`src/rtl/mac_acc_quant_if.sv`:
```
// Beat input and quantised result output of the MAC
// accumulate/quantise stage, both valid/ready.
interface mac_acc_quant_if #(
   parameter int BW = 16
);
   logic              in_valid;
   logic              in_ready;
   logic [2*BW+3:0]   in_data;
   logic              in_last;
   logic              out_valid;
   logic              out_ready;
   logic [BW-1:0]     out_data;
   logic              out_sat;

   modport master (
      output in_valid,
      output in_data,
      output in_last,
      output out_ready,
      input  in_ready,
      input  out_valid,
      input  out_data,
      input  out_sat
   );

   modport slave (
      input  in_valid,
      input  in_data,
      input  in_last,
      input  out_ready,
      output in_ready,
      output out_valid,
      output out_data,
      output out_sat
   );
endinterface

```
`src/rtl/mac_acc_quant.sv`:
```
// Accumulates signed wide MAC results over a last-terminated
// run, then rounds, shifts and saturates to a BW-bit word.
module mac_acc_quant #(
   parameter int BW    = 16,
   parameter int FRAC  = BW - 1,
   parameter int ACC_W = 2 * BW + 8
) (
   input  logic           clk,
   input  logic           rst,
   mac_acc_quant_if.slave bus
);
   typedef enum logic {
      IDLE,
      ACCUM
   } state_t;

   typedef logic signed [ACC_W-1:0] acc_t;
   typedef logic signed [ACC_W:0]   wide_t;

   localparam acc_t ACC_MAX =
      {1'b0, {(ACC_W-1){1'b1}}};
   localparam acc_t ACC_MIN =
      {1'b1, {(ACC_W-1){1'b0}}};
   localparam logic [BW-1:0] Q_MAX =
      {1'b0, {(BW-1){1'b1}}};
   localparam logic [BW-1:0] Q_MIN =
      {1'b1, {(BW-1){1'b0}}};
   localparam wide_t RND =
      wide_t'(1) <<< (FRAC - 1);

   state_t        state_q;
   state_t        state_d;
   acc_t          acc_q;
   acc_t          acc_d;
   logic          sat_run_q;
   logic          sat_run_d;
   logic          load;

   logic          out_valid_q;
   logic [BW-1:0] out_data_q;
   logic          out_sat_q;

   logic          fire_in;
   logic          fire_out;
   acc_t          in_sext;
   wide_t         sum_wide;
   logic          add_clip;
   acc_t          sum_sat;
   acc_t          run_sum;
   logic          run_clip;
   wide_t         q_wide;
   wide_t         q_shift;
   logic          q_clip;
   logic [BW-1:0] q_data;

   assign bus.in_ready  = ~out_valid_q | bus.out_ready;
   assign bus.out_valid = out_valid_q;
   assign bus.out_data  = out_data_q;
   assign bus.out_sat   = out_sat_q;

   assign fire_in  = bus.in_valid & bus.in_ready;
   assign fire_out = out_valid_q & bus.out_ready;
   assign in_sext  = acc_t'($signed(bus.in_data));

   always_comb begin
      sum_wide = wide_t'(acc_q) + wide_t'(in_sext);
      add_clip = sum_wide[ACC_W] ^ sum_wide[ACC_W-1];
      sum_sat  = sum_wide[ACC_W-1:0];
      if (add_clip)
         sum_sat = sum_wide[ACC_W] ? ACC_MIN : ACC_MAX;

      // A last beat from IDLE is a one-beat run: no add.
      run_sum  = (state_q == ACCUM) ? sum_sat : in_sext;
      run_clip = (state_q == ACCUM) &
                 (sat_run_q | add_clip);

      q_wide  = wide_t'(run_sum) + RND;
      q_shift = q_wide >>> FRAC;
      q_clip  = (q_shift[ACC_W:BW-1] != '0) &&
                (q_shift[ACC_W:BW-1] != '1);
      q_data  = q_shift[BW-1:0];
      if (q_clip)
         q_data = q_shift[ACC_W] ? Q_MIN : Q_MAX;
   end

   always_comb begin
      state_d   = state_q;
      acc_d     = acc_q;
      sat_run_d = sat_run_q;
      load      = 1'b0;
      unique case (state_q)
         IDLE: begin
            if (fire_in) begin
               if (bus.in_last) begin
                  load = 1'b1;
               end else begin
                  acc_d     = in_sext;
                  sat_run_d = 1'b0;
                  state_d   = ACCUM;
               end
            end
         end
         ACCUM: begin
            if (fire_in) begin
               if (bus.in_last) begin
                  load    = 1'b1;
                  state_d = IDLE;
               end else begin
                  acc_d     = sum_sat;
                  sat_run_d = sat_run_q | add_clip;
               end
            end
         end
      endcase
   end

   always_ff @(posedge clk) begin
      if (rst) begin
         state_q     <= IDLE;
         acc_q       <= '0;
         sat_run_q   <= 1'b0;
         out_valid_q <= 1'b0;
         out_data_q  <= '0;
         out_sat_q   <= 1'b0;
      end else begin
         state_q   <= state_d;
         acc_q     <= acc_d;
         sat_run_q <= sat_run_d;
         if (load) begin
            out_valid_q <= 1'b1;
            out_data_q  <= q_data;
            out_sat_q   <= run_clip | q_clip;
         end else if (fire_out) begin
            out_valid_q <= 1'b0;
         end
      end
   end

   // A stalled result must not move.
   hold_a: assert property (
      @(posedge clk) disable iff (rst)
      (out_valid_q & ~bus.out_ready) |=>
      (out_valid_q && $stable(out_data_q) &&
       $stable(out_sat_q))
   );
endmodule
```
`src/flat_wrapper.sv`:
```
// flat-port wrapper written by rule: the top's interface ports become plain ports
module mac_acc_quant_flat 
#(
   parameter int BW    = 16,
   parameter int FRAC  = BW - 1,
   parameter int ACC_W = 2 * BW + 8
)
  (clk, rst, bus_in_valid, bus_in_data, bus_in_last, bus_out_ready, bus_in_ready, bus_out_valid, bus_out_data, bus_out_sat);
  mac_acc_quant_if #(.BW(BW)) bus_i ();
  input  logic clk;
  input  logic rst;
  input wire logic [$bits(bus_i.in_valid)-1:0] bus_in_valid;
  input wire logic [$bits(bus_i.in_data)-1:0] bus_in_data;
  input wire logic [$bits(bus_i.in_last)-1:0] bus_in_last;
  input wire logic [$bits(bus_i.out_ready)-1:0] bus_out_ready;
  output wire logic [$bits(bus_i.in_ready)-1:0] bus_in_ready;
  output wire logic [$bits(bus_i.out_valid)-1:0] bus_out_valid;
  output wire logic [$bits(bus_i.out_data)-1:0] bus_out_data;
  output wire logic [$bits(bus_i.out_sat)-1:0] bus_out_sat;
  assign bus_i.in_valid = bus_in_valid;
  assign bus_i.in_data = bus_in_data;
  assign bus_i.in_last = bus_in_last;
  assign bus_i.out_ready = bus_out_ready;
  assign bus_in_ready = bus_i.in_ready;
  assign bus_out_valid = bus_i.out_valid;
  assign bus_out_data = bus_i.out_data;
  assign bus_out_sat = bus_i.out_sat;
  mac_acc_quant #(.BW(BW), .FRAC(FRAC), .ACC_W(ACC_W)) u_core (.clk(clk), .rst(rst), .bus(bus_i));
endmodule
```
`config.mk`:
```
export PLATFORM = sky130hd
export DESIGN_NAME = mac_acc_quant_flat
export DESIGN_NICKNAME = d
export VERILOG_FILES = /design/src/rtl/mac_acc_quant_if.sv /design/src/rtl/mac_acc_quant.sv /design/src/flat_wrapper.sv
export SDC_FILE = /design/constraint.sdc
export NUM_CORES = 1
export LEC_CHECK = 0
export BUFFER_PORTS_ARGS = -buffer_cell sky130_fd_sc_hd__buf_2
export CORE_UTILIZATION = 30
export CTS_CLUSTER_SIZE = 25
export DETAILED_ROUTE_END_ITERATION = 8
export GPL_TIMING_DRIVEN = 0
export PLACE_DENSITY = 0.53
export SLEW_MARGIN = 5
export SYNTH_ARGS = -nofsm -noshare
export SYNTH_HDL_FRONTEND = slang
export SYNTH_SLANG_ARGS = --single-unit
```
`constraint.sdc`:
```
create_clock -name clk -period 12.83 [get_ports clk]
set_input_delay 2.566 -clock clk [delete_from_list [all_inputs] [get_ports clk]]
set_output_delay 2.566 -clock clk [all_outputs]
set_load 0.01 [all_outputs]
```
# Word-level counts from Yosys, hierarchy flattened
# Index checks and enable logic that the tools add are counted.
op_classes:
  bitwise_logic: 9
  reduce_logical: 4
  muxes: 23
  eq_ne: 5
  n_addsub: 2
op_table:
  columns: ["cell", "count"]
  rows:
  - ["40-bit 2-to-1 mux", 7]
  - ["40-bit one-hot mux with 2 select lines", 1]
  - ["40-bit by 16-bit adder with 41-bit output, second input constant", 1]
  - ["40-bit by 36-bit adder with 41-bit output", 1]
  - ["16-bit 2-to-1 mux", 2]
  - ["26-bit inequality test, second input constant", 1]
  - ["26-bit nonzero test", 1]
  - ["1-bit 2-to-1 mux", 11]
  - ["2-bit inequality test, second input constant", 3]
  - ["1-bit one-hot mux with 2 select lines", 2]
  - ["4-bit AND reduction", 1]
  - ["1-bit AND", 3]
  - ["1-bit bitwise OR", 3]
  - ["2-bit by 1-bit inequality test with 1-bit output, second input constant", 1]
  - ["1-bit inverter", 2]
  - ["2-bit nonzero test", 1]
  - ["1-bit logical AND", 1]
  - ["1-bit XOR", 1]
word_totals:
  wordCells: 49
  ff_bits: 60
  in_bits: 41
  out_inout_bits: 19

# Logic depth before layout (Yosys ltp)
logic_depth:
  word_depth: 8
  depth_mapped: 28
  ltp_nobuf: 24

# Worst setup path after synthesis
# Ideal clock, no wire load.
synth_timing:
  path_type: "input to register"
  from: "input bus_in_data[8]"
  to: "register u_core.out_data_q[6] (netlist: u_core.bus.out_data[6])"
  setup_ps: 119
  arrival_ps: 8038
  path_buffers: 4
  setup_slack_ps: 4673
  stages: 26
  required_ps: 12711
  cell_sequence: "ha_1 > buf_2 > nand4_2 > a2111oi_4 > nand2_1 > a2111oi_4 > nor3_1 > a311oi_1 > ha_1 > buf_2 > inv_1 > nor2_1 > clkbuf_1 > nand2_1 > nor4_1 > a211oi_1 > a22oi_1 > o2111ai_1 > o21a_1 > or4_1 > xor2_1 > a2111o_1 > nor3_4 > o21ai_2 > buf_6 > o221a_1"
synth_between:
  elab_chain_cells: 8
  word_cells_on_any_way: 11
  classes_between: "add/sub: 2; eq/ne: 1; mux: 5; bitwise: 1; reduce/logical: 2"
synth_lines:
  columns: ["item", "line", "source"]
  rows:
  - ["from (decl)", "flat_wrapper.sv:13", "input wire logic [$bits(bus_i.in_data)-1:0] bus_in_data;"]
  - ["40-bit by 36-bit adder with 41-bit output", "mac_acc_quant.sv:66", "sum_wide = wide_t'(acc_q) + wide_t'(in_sext);"]
  - ["40-bit 2-to-1 mux / 1-bit XOR (equally long branches)", "mac_acc_quant.sv:70, mac_acc_quant.sv:67", null]
  - ["40-bit 2-to-1 mux", "mac_acc_quant.sv:69", "if (add_clip)"]
  - ["40-bit 2-to-1 mux *", "mac_acc_quant.sv:73", "run_sum = (state_q == ACCUM) ? sum_sat : in_sext;"]
  - ["40-bit by 16-bit adder with 41-bit output *", "mac_acc_quant.sv:77", "q_wide = wide_t'(run_sum) + RND;"]
  - ["26-bit inequality test / 26-bit nonzero test (equally long branches)", "mac_acc_quant.sv:80, mac_acc_quant.sv:79", null]
  - ["1-bit logical AND", "mac_acc_quant.sv:79", "q_clip = (q_shift[ACC_W:BW-1] != '0) &&"]
  - ["16-bit 2-to-1 mux *", "mac_acc_quant.sv:82", "if (q_clip)"]
  - ["to (signal assigned)", "mac_acc_quant.sv:131", "out_data_q <= q_data;"]
  - ["to (decl)", "mac_acc_quant.sv:40", "logic [BW-1:0] out_data_q;"]
# Mark *: on every way between the ends. The rest lies on a longest branch, timed or not.
# A chain may end at the register's enable or synchronous reset.

# Final worst setup path
layout_timing:
  from: "input bus_in_data[8]"
  to: "register u_core.out_data_q[1] (netlist: u_core.bus.out_data[1])"
# Same word-level chain as after synthesis.

==> results.cfg <==
[status]
status = complete, no violations

[logic_synthesis]
avgSynthCellArea_sq_um = 7.25
synthTopCellsByArea = dfxtp_1, ha_1, a21oi_1
netlist_instances = 927
netlist.area_leader.share_pct = 17.9
yosysTopAreaCell = dfxtp_1
syn-num-nets = 1011
synth_seq_area_share_pct = 17.9
yosysWarnings = 0
synth-edff-count = 0
ys_async_sr_fraction_pct = 0
syn-cell-area_sq_um = 6720
synth_cell_types = 92
ys.flop_type = dfxtp_1
ys_ff_latch = 60

[timing]
fin_setup_tns_ps = 0
relSlewSlack_pct = 35.0
fmax_ghz = 0.0996
fin_skew_ps = 9.77
fin_crit_sh_pct = 78.3
fin_crit_ps = 10040
fin_ws_ps = 2790
setup_viol = 0
tightest_slew_ps = 967
rsz0062_at_grt = no
finalMaxSlewViolations = 0
hold_viol = 0

[worst_setup_path]
crit_type = input pin to flip-flop
crit_top_cell = buf_2
r2r_setup_slack_ps = 4820
crit_required_ps = 13050
cpMaxStageDelayCell = a311oi_1
crit_path_end_kind = flip-flop
worst_path_largest_cell_delay_ps = 650
worstSetupStartpointType = input pin
path_max_fanout = 10
critPathArrivalTime_ps = 10260

[detailed_routing]
drt_wl_total_um = 25700
detail_route.wl_per_cell_um = 20.1
drt_pre_antenna_iters = 5
dr.first_iter.drc_count = 689
dr_total_vias = 7459
drc_errors = 0
viasPerCell = 5.83
postRouteAntennaNets = 0

[power]
power_density_nw_per_um2 = 105
p_leak_nw = 3.00
max-vdd-ir-drop_mv = 0.0557

[global_route]
grt_use_total_pct = 22.6
grt_pass1_vias = 6765
grt_start_max_net_pins = 11
grt_first_pass_wirelength_um = 39500
antenna_found_initial = 0
overflow = 0

[cells_and_area]
final_cells = 1280
nFillCells = 2405
n_antenna_cell = 0
drive_gt1_share_pct = 14.5
final_cell_mix = nor2_1, a21oi_1, nand2_1, buf_2, dfxtp_1
final_nets = 1080
area_growth_pct = 13.6
final_area_sq_um = 7630
final_common_cell = nor2_1

[clock_tree]
cts.clk_slew.worst_paths_ps = 50
clockBufferDepth = 2
cts_inserted_buffers = 9
ctsRootBufferMaster = clkbuf_16
cts_resized = 0
cts_htree_levels = 3
postCtsSetupRepairBufs = 0
worstSkewPairLatency_ps = 330
cts-hold-fix-buffers = 0
cts.sinks = 60
tritoncts = built

[placed_design]
placed_area_sq_um = 7360
pre_cts_ws_ps = 2640
io_buffers = 58
place_congestion = 0.927
dp_cells = 1265
hpwlAfterDp_um = 20500

[floorplanning]
die_h_um = 152
rows = 54
fp.dieW_um = 152
io-pin-count = 60
die_area_sq_um = 23000
initial_utilization_pct = 30.7
coreArea_sq_um = 21900

[run]
drv_cap = 0

[min_path]
hold_path_class = flip-flop to flip-flop
## per-layer routing
| layer | part of all wire (%) | global-route usage (%) | vias up |
|---|---|---|---|
| li1 | - | - | 3649 |
| met4 | 1.8 | 5.94 | 0 |
| met5 | 0 | 0 | - |
| met3 | 6.1 | 1.86 | 26 |
| met1 | 49 | 33.9 | 3522 |
| met2 | 43 | 34.2 | 262 |
## critical path, delay by kind of cell
kind,cells,cell delay (ps)
AOI/OAI and AO/OA,11,3640
buffers and inverters,7,1770
and+or+nand+nor,6,1750
adders and majority gates,2,500
## stage by stage
step           total power [W]  hold WS, ps  util (%)
6_report              0.000799          462      34.9
5_1_grt               0.000843          494      34.9
4_1_cts               0.000795          462      34.9
3_5_place_dp          0.000569          456      33.6
3_3_place_gp          0.000568          449      33.6
2_1_floorplan         0.000463          436         -
## final timing paths
kind	from	end	cells past startpoint
worst min register to register	u_core.acc_q[2]	u_core.acc_q[2]	2
worst max-delay path	bus_in_data[8]	u_core.bus.out_data[1]	26
worst min-delay path	u_core.acc_q[2]	u_core.acc_q[2]	2
worst max register to register	u_core.acc_q[8]	u_core.bus.out_data[1]	25
## sequential cells by signal, indices dropped and copies added, names as in the netlist, named ones only
register,count
u_core.acc_q,40
u_core.bus.out_data,16
u_core.bus.out_sat,1
u_core.sat_run_q,1
u_core.bus.out_valid,1
## cells in the mapped netlist (5+ instances only)
library cell,count
a211oi_1,37
a21o_1,14
a21oi_1,95
a21oi_2,5
a31oi_1,10
a41oi_1,5
and2_1,6
and3_1,10
buf_2,19
buf_4,8
clkbuf_1,26
dfxtp_1,60
ha_1,42
inv_1,19
mux2i_1,10
nand2_1,92
nand2b_1,8
nand3_1,19
nand4_1,18
nor2_1,115
nor2b_1,9
nor3_1,38
nor4_1,7
o211ai_1,10
o21a_1,15
o21ai_0,41
o21ai_1,14
o221a_1,15
o31ai_1,5
or2_2,9
or3_1,10
xnor2_1,21
xor2_1,11
## cell type report
| type | count | area (sq um) | area share [%] |
|---|---|---|---|
| Multi-Input combinational cell | 790 | 5150 | 67.5 |
| Sequential cell | 60 | 1200 | 15.7 |
| Tap cell | 280 | 350 | 4.59 |
| Buffer | 58 | 294 | 3.85 |
| Timing Repair Buffer | 58 | 290 | 3.80 |
| Clock buffer | 13 | 260 | 3.41 |
| Inverter | 19 | 71.3 | 0.934 |
| Clock inverter | 2 | 10.0 | 0.131 |
## kinds of logic (layout without fill, tap and decap cells)
family	count (synthesis)	count (layout)	synth area share [%]
DFF	60	60	17.9
muxes	11	11	1.66
AOI/OAI and AO/OA	337	337	36.3
and+or+nand+nor	367	367	26.5
adders and majority gates	43	43	8.12
buffers and inverters	77	150	5.44
xor gates and xnor gates	32	32	4.17
## power breakdown
group / internal [W] / switching, W
combinational: 0.000122 / 0.000243
sequential: 0.000200 / 0.00000996
clock: 0.000139 / 0.0000841
total: 0.000462 / 0.000337
No activity file was read; power rests on OpenSTA's default activity.
